## src/rtl/temp_sample_sequencer_pkg.sv

```systemverilog
`default_nettype none
// +--------------------------------------------------------------------+
// | station_pkg : shared states and constants of the temperature path  |
// | Rev 1.0                                                            |
// +--------------------------------------------------------------------+
package station_pkg;

  typedef logic [2:0] state_t;

  localparam state_t IDLE      = 3'd0;
  localparam state_t DRP_REQ   = 3'd1;
  localparam state_t DRP_WAIT  = 3'd2;
  localparam state_t CONV_REQ  = 3'd3;
  localparam state_t CONV_WAIT = 3'd4;
  localparam state_t WAIT_TICK = 3'd5;

  localparam logic [7:0] BLANK_BCD      = 8'hFF;
  localparam logic [6:0] XADC_TEMP_ADDR = 7'h00;

endpackage
`default_nettype wire

```

## src/rtl/temp_sample_sequencer_if.sv

```systemverilog
`default_nettype none
// +--------------------------------------------------------------------+
// | temp_sample_sequencer_if : station enable, DRP, converter, display |
// | Rev 1.0                                                            |
// +--------------------------------------------------------------------+
interface temp_sample_sequencer_if;

  logic        CorrectStation;
  logic        drp_den;
  logic [6:0]  drp_daddr;
  logic        drp_drdy;
  logic [15:0] drp_do;
  logic        conv_start;
  logic [11:0] conv_data;
  logic        conv_busy;
  logic        conv_done;
  logic [7:0]  conv_result;
  logic [7:0]  decimalTemp;
  logic        display;
  logic        valid;
  logic        error;

  modport master (
    input  CorrectStation, drp_drdy, drp_do, conv_busy, conv_done, conv_result,
    output drp_den, drp_daddr, conv_start, conv_data, decimalTemp, display, valid, error
  );

  modport slave (
    output CorrectStation, drp_drdy, drp_do, conv_busy, conv_done, conv_result,
    input  drp_den, drp_daddr, conv_start, conv_data, decimalTemp, display, valid, error
  );

endinterface
`default_nettype wire

```

## src/rtl/temp_sample_sequencer_tick_gen.sv

```systemverilog
`default_nettype none
// +--------------------------------------------------------------------+
// | sample_tick_gen : modulo-N counter, enable, sync clear, 1-cycle tick|
// | Rev 1.0                                                            |
// +--------------------------------------------------------------------+
module sample_tick_gen #(
  parameter int unsigned N = 16
) (
  input  wire logic CLK,
  input  wire logic RST_N,
  input  wire logic i_en,
  input  wire logic i_clr,
  output logic      o_tick
);

  localparam int unsigned W = (N > 1) ? $clog2(N) : 1;
  localparam logic [W-1:0] c_last = W'(N - 1);

  logic [W-1:0] r_cnt;

  always_ff @(posedge CLK or negedge RST_N) begin
    if (!RST_N) begin
      r_cnt <= '0;
    end else if (i_clr) begin
      r_cnt <= '0;
    end else if (i_en) begin
      r_cnt <= (r_cnt == c_last) ? '0 : r_cnt + 1'b1;
    end
  end

  assign o_tick = i_en && !i_clr && (r_cnt == c_last);

endmodule
`default_nettype wire

```

## src/rtl/temp_sample_sequencer.sv

```systemverilog
`default_nettype none
// +--------------------------------------------------------------------+
// | temp_sample_sequencer : periodic XADC temperature read -> BCD latch |
// | Optional 4-read averaging when TEMP_AVG_EN is defined.   Rev 1.0   |
// +--------------------------------------------------------------------+
module temp_sample_sequencer
  import station_pkg::*;
#(
  parameter int unsigned SAMPLE_PERIOD = 10_000_000,
  parameter int unsigned TIMEOUT_CYC   = 1024,
  parameter logic [6:0]  XADC_ADDR     = XADC_TEMP_ADDR
) (
  input  wire logic               CLK,
  input  wire logic               RST_N,
  temp_sample_sequencer_if.master bus
);

  // The count "reaches" TIMEOUT_CYC on the edge where it already holds TIMEOUT_CYC-1.
  localparam logic [15:0] c_to_last = 16'(TIMEOUT_CYC - 1);
  localparam logic [15:0] c_to_max  = 16'(TIMEOUT_CYC);

  state_t      r_state;
  state_t      w_next;
  logic [15:0] r_to_cnt;
  logic        r_drop;
  logic        r_conv_start;
  logic [11:0] r_conv_data;
  logic [7:0]  r_temp;
  logic        r_display;
  logic        r_valid;
  logic        r_error;
  logic        w_tick;
  logic        w_to_hit;
  logic        w_leave;
  logic        w_last_rd;
  logic        w_abort;
  logic        w_in_drp;
  logic [11:0] w_code;

`ifdef TEMP_AVG_EN
  logic [13:0] r_acc;
  logic [1:0]  r_idx;
  logic [13:0] w_acc_sum;

  assign w_acc_sum = r_acc + {2'b00, bus.drp_do[15:4]};
  assign w_code    = w_acc_sum[13:2];
  assign w_last_rd = (r_idx == 2'd3);

  always_ff @(posedge CLK or negedge RST_N) begin
    if (!RST_N) begin
      r_acc <= '0;
      r_idx <= '0;
    end else if (w_next == DRP_REQ && (r_state == IDLE || r_state == WAIT_TICK)) begin
      r_acc <= '0;
      r_idx <= '0;
    end else if (r_state == DRP_WAIT && bus.drp_drdy) begin
      r_acc <= w_acc_sum;
      r_idx <= r_idx + 2'd1;
    end
  end
`else
  assign w_code    = bus.drp_do[15:4];
  assign w_last_rd = 1'b1;
`endif

  assign w_to_hit = (r_to_cnt == c_to_last);
  assign w_in_drp = (r_state == DRP_REQ) || (r_state == DRP_WAIT);
  // Losing the station mid-read is remembered so the read can finish first.
  assign w_leave  = r_drop || !bus.CorrectStation;
  assign w_abort  = (w_next == WAIT_TICK) && (r_state != WAIT_TICK) &&
                    !(r_state == CONV_WAIT && bus.conv_done);

  sample_tick_gen #(
    .N (SAMPLE_PERIOD)
  ) u_tick (
    .CLK    (CLK),
    .RST_N  (RST_N),
    .i_en   (r_state != IDLE),
    .i_clr  (r_state == IDLE),
    .o_tick (w_tick)
  );

  always_comb begin
    w_next = r_state;
    case (r_state)
      IDLE:      if (bus.CorrectStation) w_next = DRP_REQ;
      DRP_REQ:   w_next = DRP_WAIT;
      DRP_WAIT: begin
        if (bus.drp_drdy) begin
          if (w_leave)        w_next = IDLE;
          else if (w_last_rd) w_next = CONV_REQ;
          else                w_next = DRP_REQ;
        end else if (w_to_hit) begin
          w_next = w_leave ? IDLE : WAIT_TICK;
        end
      end
      CONV_REQ: begin
        if (!bus.CorrectStation) w_next = IDLE;
        else if (!bus.conv_busy) w_next = CONV_WAIT;
        else if (w_to_hit)       w_next = WAIT_TICK;
      end
      CONV_WAIT: begin
        if (!bus.CorrectStation)           w_next = IDLE;
        else if (bus.conv_done || w_to_hit) w_next = WAIT_TICK;
      end
      WAIT_TICK: begin
        if (!bus.CorrectStation) w_next = IDLE;
        else if (w_tick)         w_next = DRP_REQ;
      end
      default:   w_next = IDLE;
    endcase
  end

  always_ff @(posedge CLK or negedge RST_N) begin
    if (!RST_N) begin
      r_state      <= IDLE;
      r_to_cnt     <= '0;
      r_drop       <= 1'b0;
      r_conv_start <= 1'b0;
      r_conv_data  <= '0;
      r_temp       <= BLANK_BCD;
      r_display    <= 1'b0;
      r_valid      <= 1'b0;
      r_error      <= 1'b0;
    end else begin
      r_state      <= w_next;
      r_display    <= bus.CorrectStation;
      r_conv_start <= (r_state == CONV_REQ) && (w_next == CONV_WAIT);
      r_drop       <= w_in_drp && w_leave && (w_next == DRP_REQ || w_next == DRP_WAIT);

      if (w_next != r_state ||
          !(r_state == DRP_WAIT || r_state == CONV_REQ || r_state == CONV_WAIT)) begin
        r_to_cnt <= '0;
      end else if (r_to_cnt != c_to_max) begin
        r_to_cnt <= r_to_cnt + 16'd1;
      end

      if (r_state == DRP_WAIT && w_next == CONV_REQ) begin
        r_conv_data <= w_code;
      end

      if (w_next == IDLE && r_state != IDLE) begin
        r_temp  <= BLANK_BCD;
        r_valid <= 1'b0;
        r_error <= 1'b0;
      end else if (r_state == CONV_WAIT && w_next == WAIT_TICK && bus.conv_done) begin
        r_temp  <= bus.conv_result;
        r_valid <= 1'b1;
      end else if (w_abort) begin
        r_error <= 1'b1;
      end
    end
  end

  assign bus.drp_den     = (r_state == DRP_REQ);
  assign bus.drp_daddr   = XADC_ADDR;
  assign bus.conv_start  = r_conv_start;
  assign bus.conv_data   = r_conv_data;
  assign bus.decimalTemp = r_temp;
  assign bus.display     = r_display;
  assign bus.valid       = r_valid;
  assign bus.error       = r_error;

endmodule
`default_nettype wire
```

## src/flat_wrapper.sv

```systemverilog
// flat-port wrapper written by rule: the top's interface ports become plain ports
module temp_sample_sequencer_flat import station_pkg::*;
#(
  parameter int unsigned SAMPLE_PERIOD = 10_000_000,
  parameter int unsigned TIMEOUT_CYC   = 1024,
  parameter logic [6:0]  XADC_ADDR     = XADC_TEMP_ADDR
)
  (CLK, RST_N, bus_CorrectStation, bus_drp_drdy, bus_drp_do, bus_conv_busy, bus_conv_done, bus_conv_result, bus_drp_den, bus_drp_daddr, bus_conv_start, bus_conv_data, bus_decimalTemp, bus_display, bus_valid, bus_error);
  temp_sample_sequencer_if bus_i ();
  input  wire logic CLK;
  input  wire logic RST_N;
  input wire logic [$bits(bus_i.CorrectStation)-1:0] bus_CorrectStation;
  input wire logic [$bits(bus_i.drp_drdy)-1:0] bus_drp_drdy;
  input wire logic [$bits(bus_i.drp_do)-1:0] bus_drp_do;
  input wire logic [$bits(bus_i.conv_busy)-1:0] bus_conv_busy;
  input wire logic [$bits(bus_i.conv_done)-1:0] bus_conv_done;
  input wire logic [$bits(bus_i.conv_result)-1:0] bus_conv_result;
  output wire logic [$bits(bus_i.drp_den)-1:0] bus_drp_den;
  output wire logic [$bits(bus_i.drp_daddr)-1:0] bus_drp_daddr;
  output wire logic [$bits(bus_i.conv_start)-1:0] bus_conv_start;
  output wire logic [$bits(bus_i.conv_data)-1:0] bus_conv_data;
  output wire logic [$bits(bus_i.decimalTemp)-1:0] bus_decimalTemp;
  output wire logic [$bits(bus_i.display)-1:0] bus_display;
  output wire logic [$bits(bus_i.valid)-1:0] bus_valid;
  output wire logic [$bits(bus_i.error)-1:0] bus_error;
  assign bus_i.CorrectStation = bus_CorrectStation;
  assign bus_i.drp_drdy = bus_drp_drdy;
  assign bus_i.drp_do = bus_drp_do;
  assign bus_i.conv_busy = bus_conv_busy;
  assign bus_i.conv_done = bus_conv_done;
  assign bus_i.conv_result = bus_conv_result;
  assign bus_drp_den = bus_i.drp_den;
  assign bus_drp_daddr = bus_i.drp_daddr;
  assign bus_conv_start = bus_i.conv_start;
  assign bus_conv_data = bus_i.conv_data;
  assign bus_decimalTemp = bus_i.decimalTemp;
  assign bus_display = bus_i.display;
  assign bus_valid = bus_i.valid;
  assign bus_error = bus_i.error;
  temp_sample_sequencer #(.SAMPLE_PERIOD(SAMPLE_PERIOD), .TIMEOUT_CYC(TIMEOUT_CYC), .XADC_ADDR(XADC_ADDR)) u_core (.CLK(CLK), .RST_N(RST_N), .bus(bus_i));
endmodule
```

## config.mk

```make
export PLATFORM = sky130hd
export DESIGN_NAME = temp_sample_sequencer_flat
export DESIGN_NICKNAME = d
export VERILOG_FILES = /design/src/rtl/temp_sample_sequencer_pkg.sv /design/src/rtl/temp_sample_sequencer_if.sv /design/src/rtl/temp_sample_sequencer_tick_gen.sv /design/src/rtl/temp_sample_sequencer.sv /design/src/flat_wrapper.sv
export SDC_FILE = /design/constraint.sdc
export NUM_CORES = 1
export LEC_CHECK = 0
export ABC_AREA = 1
export CAP_MARGIN = 20
export CORE_MARGIN = 10
export CORE_UTILIZATION = 35
export DETAILED_ROUTE_END_ITERATION = 8
export HOLD_SLACK_MARGIN = 0.08
export MAX_ROUTING_LAYER = met4
export PLACE_DENSITY_LB_ADDON = 0.08
export RECOVER_POWER = 25
export SYNTH_ARGS = -nofsm -noshare
export SYNTH_HDL_FRONTEND = slang
export SYNTH_SLANG_ARGS = --single-unit
```

## constraint.sdc

```tcl
create_clock -name CLK -period 4.15 [get_ports CLK]
set_input_delay 0.83 -clock CLK [delete_from_list [all_inputs] [get_ports CLK]]
set_output_delay 0.83 -clock CLK [all_outputs]
set_load 0.01 [all_outputs]
```

==> key figures, run 1 <==
Run status
  – Status: finished with violations
  – Failing checks: max-capacitance violations, max-slew violations

CTS
  – Cts hold-fix bufs: 0
  – Clock Sinks: 68
  – CTS Buf Count: 9
  – Clk_lat worst skew: 0.34 ns
  – Longest Clk Path Bufs: 2
  – Post_cts resized: 0
  – CTS tree: yes
  – H-tree Lvls: 3
  – Clock-pin slew on the worst setup and hold paths: 0.08 ns
  – Setup Buffers After CTS: 0
  – Root buf cell: clkbuf_8

Detailed routing
  – 1st-iter DRT viols: 165
  – Routed Antenna Nets: 0
  – Via density: 4.563
  – Avg WL per Cell: 12.79 um
  – First-pass DRT Iterations: 4
  – WL final: 8389 um
  – Number of remaining DRC errors: 0
  – Via Count: 2993

Finish
  – Fin area: 4571 um^2
  – Fin nets: 548
  – Ant. Diodes: 0
  – Area Growth Syn to Fin: 21.60%
  – Fillers: 1025
  – Layout Cells excl Fill: 656
  – Proportion of layout cells with a drive suffix above 1: 0.1212

Timing
  – Pins Over Slew Limit: 31
  – Hold Fails Final Rpt: 0
  – Fmax: 0.3714 GHz
  – Time the worst path needs with I/O delays and setup: 2.692 ns
  – Unrepaired setup endpoints after global routing: no
  – Final setup skew: 0.01249 ns
  – Max_slew headroom: -0.1057
  – Final setup vio count: 0
  – Final period util: 0.6487
  – Final setup TNS: 0 ns
  – Worst Tran Pin Value: 1.659 ns

Power
  – Int Pwr: 1.542 mW
  – Leakage power: 2.066 nW
  – Max VDD drop: 0.2451 mV
  – Sw Pwr: 0.8983 mW
  – Clock power share: 0.248
  – Final total power: 2.440 mW
  – Gate power share: 0.379
  – Sequential power share: 0.372
  – Switching part of the total: 0.3681
  – Total power per unit cell area: 533.9 nW/um^2

Global route
  – Total GRT Usage: 0.1150
  – Vias in the first global route: 2966
  – Overflow left after global routing: 0
  – Initial antenna violation count: 0
  – Largest net degree at the start of global routing: 31
  – First-pass GRT wire length: 14020 um

Yosys
  – Post-synth EDFFs: 0
  – Synth Flop Type: dfrtp_1
  – Synth Warn #: 0
  – Synth top area cells: dfrtp_1, nand2_1, nor2_1, inv_1, dfstp_2
  – Synth Register Bits: 68
  – Post-Syn Area per Cell: 8.189 um^2
  – Synthesized cell area: 3759 um^2
  – Count leader, synth: nand2_1
  – Synth area leader: dfrtp_1
  – Share of the synthesized area in the top cell type: 0.3995
  – Synth cell types: 38
  – Commonest cells post-synth: nand2_1, nor2_1, dfrtp_1
  – Post-synthesis sequential area ratio: 0.4554
  – Async set-reset flop share out of synthesis: 1.000
  – Post-Synthesis Cells: 459

Floorplan
  – Starting Density: 0.3608
  – Site row count: 37
  – Die height: 123.6 um
  – Die area: 15280 um^2
  – Die width: 123.6 um
  – Core area: 10420 um^2
  – IO Pins: 62

Setup path
  – R2r setup slk: 1.97 ns
  – CP max stage delay: 0.61 ns
  – CP Capture Type: primary output
  – R2R Path Start: u_core.u_tick.r_cnt[0]
  – WP data required: 3.32 ns
  – Slowest-stage cell, CP: clkdlybuf4s50_1
  – Worst-case reg-to-reg path depth: 8
  – CP max FO: 9
  – Crit path buf inv count: 2
  – CP arrival: 1.86 ns
  – WS Path Type: reg -> out
  – Crit-path leading delay family: buffers and inverters
  – Crit Reg-Reg Endpoint: u_core.u_tick.r_cnt[14]
  – CP Launch Type: register
  – Worst-path cell chain: inv_2, nor3_1, clkdlybuf4s50_1

Hold path
  – Hold Path Class: reg -> reg
  – Worst Hold Depth: 1
  – Hold-critical path endpoint: u_core.u_tick.r_cnt[0]
  – HP Start: u_core.u_tick.r_cnt[0]

Placed design
  – Routability Congestion: 0.8604
  – Port bufs: 50
  – Placed standard-cell area: 4362 um^2
  – Hpwl dp: 6259 um
  – Placed Cells incl. Taps: 640

Job
  – Number of maximum-capacitance violations: 1
-- metrics by stage --
step | util | hold WS (ns) | setup WS [ns]
after floorplan | - | 0.4329 | 2.179
after global placement | 0.4187 | 0.4519 | 1.317
after detailed placement | 0.4187 | 0.4599 | 1.290
after CTS | 0.4395 | 0.4719 | 1.414
after global routing | 0.4388 | 0.5058 | 1.059
final | 0.4388 | 0.4698 | 1.458
-- registers in the layout, summed over array words and instances (netlist names) --
register / flops
u_core.bus.conv_data: 12
u_core.bus.conv_start: 1
u_core.bus.decimalTemp: 8
u_core.bus.display: 1
u_core.bus.error: 1
u_core.bus.valid: 1
u_core.r_drop: 1
u_core.r_state: 3
u_core.r_to_cnt: 16
u_core.u_tick.r_cnt: 24
-- power by group through the flow --
stage | sequential, mW | clock [mW] | combinational, mW
3_5_place_dp | 0.922 | 0 | 0.946
5_1_grt | 0.926 | 0.657 | 1.04
3_3_place_gp | 0.919 | 0 | 0.940
4_1_cts | 0.910 | 0.628 | 0.948
6_report | 0.909 | 0.606 | 0.926
2_1_floorplan | 0.945 | 0 | 0.582
-- cell usage in the layout (no fill, tap or decap), types with 10 or more instances in the layout --
cell,n
a21oi_1,24
clkdlybuf4s50_1,48
dfrtp_1,60
inv_1,58
nand2_1,81
nand3_1,33
nor2_1,64
nor2_4,13
nor3_1,10
o21ai_1,14
xor2_1,13
-- routing by layer --
metal	wire, um	share of wire	global-route usage	vias to the layer above
met5	0	0	-	-
met4	109	0.013	0.04512	0
met3	434	0.052	0.02308	12
met2	3940	0.47	0.1772	65
met1	3904	0.47	0.1455	1344
li1	-	-	-	1572
-- final cells by class --
type,instances,area (um^2),share of cell area
Clock buffer,11,131.4,0.02874
Clock inverter,5,85.08,0.01861
Inverter,63,236.5,0.05174
Multi-Input combinational cell,321,1730,0.3786
Sequential cell,68,1712,0.3745
Tap cell,136,170.2,0.03723
Timing Repair Buffer,52,505.5,0.1106
-- worst max-delay path by stage --
stage | startpoint | end | cells after the start | slack [ns]
6_report | u_core.r_state[0] | bus_drp_den | 3 | 1.46
5_1_grt | RST_N | u_core.u_tick.r_cnt[9] | 2 | 1.06
4_1_cts | u_core.r_state[0] | bus_drp_den | 3 | 1.41
3_5_place_dp | bus_CorrectStation | u_core.r_to_cnt[3] | 13 | 1.29
3_3_place_gp | bus_CorrectStation | u_core.r_to_cnt[15] | 13 | 1.32
2_1_floorplan | bus_conv_done | u_core.r_to_cnt[12] | 12 | 2.18
-- cell families (layout without fill, tap and decap cells) --
group           count (synthesis)  count (layout)  share of synthesized area
compound gates                 54              54                    0.07790
xor+xnor                       19              19                    0.04427
fa+ha+maj                       3               3                   0.009988
buf+inv                        76             131                    0.08955
flops                          68              68                     0.4554
other cells                     1               7                  0.0009977
simple gates                  238             238                     0.3219
Note: power is estimated with default switching activity, not from simulation.
==> run 2: changes to the inputs <==
Clock period 4.15 ns to 2.6 ns, I/O delays scaled along.
==> key figures, run 2 (same netlist as run 1, synthesis figures left out) <==
Finish
  – Fin nets: 550 (was 548)
  – Largest Register: u_core.u_tick.r_cnt (unchanged)
  – Max FFs per register: 24 (unchanged)
  – Proportion of layout cells with a drive suffix above 1: 0.1322 (was 0.1212)
  – Most frequent cells in the layout: nand2_1, nor2_1, dfrtp_1 (unchanged)
  – Fin area: 4577 um^2 (was 4571 um^2)
  – Most common cell after layout, fill and taps aside: nand2_1 (unchanged)
  – Area Growth Syn to Fin: 21.77% (was 21.60%)
  – Ant. Diodes: 0 (unchanged)
  – Layout Cells excl Fill: 658 (was 656)

Timing
  – Hold Fails Final Rpt: 0 (unchanged)
  – Unrepaired setup endpoints after global routing: no (unchanged)
  – Final setup TNS: 0 ns (unchanged)
  – Fmax: 0.4166 GHz
  – Final setup skew: 0.005430 ns (was 0.01249 ns)
  – Max_slew headroom: -0.1684 (was -0.1057)
  – Worst Tran Pin Value: 1.753 ns (was 1.659 ns)
  – Hold WS: 0.4689 ns (was 0.4698 ns)
  – Setup slack after layout: 0.1998 ns (was 1.458 ns)
  – Time the worst path needs with I/O delays and setup: 2.400 ns
  – Pins Over Slew Limit: 69 (was 31)
  – Final setup vio count: 0 (unchanged)
  – Final period util: 0.9232

Job
  – Number of maximum-capacitance violations: 1 (unchanged)

Global route
  – Overflow left after global routing: 0 (unchanged)
  – Initial antenna violation count: 0 (unchanged)
  – Total GRT Usage: 0.1216 (was 0.1150)
  – First-pass GRT wire length: 14700 um (was 14020 um)
  – Vias in the first global route: 2964 (was 2966)
  – Largest net degree at the start of global routing: 69 (was 31)

Detailed routing
  – 1st-iter DRT viols: 108 (was 165)
  – Routed Antenna Nets: 0 (unchanged)
  – First-pass DRT Iterations: 4 (unchanged)
  – Number of remaining DRC errors: 0 (unchanged)
  – Avg WL per Cell: 13.18 um (was 12.79 um)
  – WL final: 8673 um (was 8389 um)
  – Via Count: 3021 (was 2993)
  – Via density: 4.591 (was 4.563)

Floorplan
  – Site row count: 37 (unchanged)
  – IO Pins: 62 (unchanged)
  – Starting Density: 0.3608 (unchanged)
  – Die width: 123.6 um (unchanged)
  – Die area: 15280 um^2 (unchanged)
  – Die height: 123.6 um (unchanged)
  – Core area: 10420 um^2 (unchanged)

Run status
  – Failing checks: max-capacitance violations, max-slew violations (unchanged)
  – Status: finished with violations (unchanged)

Hold path
  – HP Start: u_core.u_tick.r_cnt[0] (unchanged)
  – Hold-critical path endpoint: u_core.u_tick.r_cnt[0] (unchanged)
  – Worst Hold Depth: 1 (unchanged)
  – Hold Path Class: reg -> reg (unchanged)

CTS
  – Cts hold-fix bufs: 0 (unchanged)
  – Clock-pin slew on the worst setup and hold paths: 0.07 ns (was 0.08 ns)
  – Longest Clk Path Bufs: 2 (unchanged)
  – H-tree Lvls: 3 (unchanged)
  – Setup Buffers After CTS: 0 (unchanged)
  – CTS Buf Count: 9 (unchanged)
  – Clk_lat worst skew: 0.35 ns (was 0.34 ns)
  – CTS tree: yes (unchanged)
  – Post_cts resized: 0 (unchanged)
  – Clock Sinks: 68 (unchanged)
  – Root buf cell: clkbuf_8 (unchanged)

Setup path
  – WP data required: 2.08 ns (was 3.32 ns)
  – CP Launch Type: register (unchanged)
  – CP Capture Type: primary output (unchanged)
  – Worst-case reg-to-reg path depth: 9 (was 8)
  – Crit Reg-Reg Endpoint: u_core.bus.valid (was u_core.u_tick.r_cnt[14])
  – CP max FO: 9 (unchanged)
  – R2r setup slk: 0.51 ns (was 1.97 ns)
  – R2R Path Start: u_core.u_tick.r_cnt[0] (unchanged)
  – WS Path Type: reg -> out (unchanged)
  – CP arrival: 1.88 ns (was 1.86 ns)

Placed design
  – Placed Cells incl. Taps: 642 (was 640)
  – Placed standard-cell area: 4389 um^2 (was 4362 um^2)
  – Routability Congestion: 0.8419 (was 0.8604)
  – Hpwl dp: 6257 um (was 6259 um)
  – Port bufs: 50 (unchanged)
  – Worst slack at placement: 0.1883 ns (was 1.290 ns)

Power
  – Max VDD drop: 0.3372 mV (was 0.2451 mV)
  – Total power per unit cell area: 840.8 nW/um^2 (was 533.9 nW/um^2)
  – Leakage power: 2.079 nW (was 2.066 nW)
## run 2: power breakdown
part	internal, mW	total, mW	switching, mW
sequential	1.31	1.46	0.143
combinational	0.616	1.49	0.876
clock	0.493	0.898	0.406
## run 2: area by class of cell
class / count / area (um^2)
fillers: 1089 / 5839
repair buffers: 54 / 523.0
well taps: 136 / 170.2
multi-input cells: 321 / 1733
clock inverters: 4 / 47.55
flip-flops and latches: 68 / 1712
clock buffers: 12 / 155.1
inverters: 63 / 236.5
## run 2: critical path, stage by stage, from the launching register on
cell	delay (ns)
dfrtp_1	0.55
inv_2	0.12
nor3_1	0.25
clkdlybuf4s50_1	0.61
## run 2: per-layer routing
layer | GRT usage | routed length, um | up-vias
met5 | - | 0 | -
met1 | 0.1568 | 4059 | 1397
met3 | 0.03258 | 347 | 13
met2 | 0.1811 | 4139 | 46
met4 | 0.04076 | 126 | 0
li1 | - | - | 1565
## run 2: worst max path at each step
stage | start | endpoint | cells after the start
after floorplan | u_core.r_to_cnt[1] | u_core.r_to_cnt[9] | 15
after global placement | bus_CorrectStation | u_core.r_to_cnt[15] | 13
after detailed placement | bus_CorrectStation | u_core.r_to_cnt[4] | 13
after CTS | u_core.r_state[0] | bus_drp_den | 3
after global routing | u_core.r_state[0] | bus_drp_den | 3
final | u_core.r_state[0] | bus_drp_den | 3
## run 2: metrics by stage
stage / util / power, mW
3_5_place_dp: 0.4214 / 3.005
2_1_floorplan: - / 2.437
3_3_place_gp: 0.4214 / 2.990
5_1_grt: 0.4394 / 4.165
6_report: 0.4394 / 3.848
4_1_cts: 0.4408 / 3.932
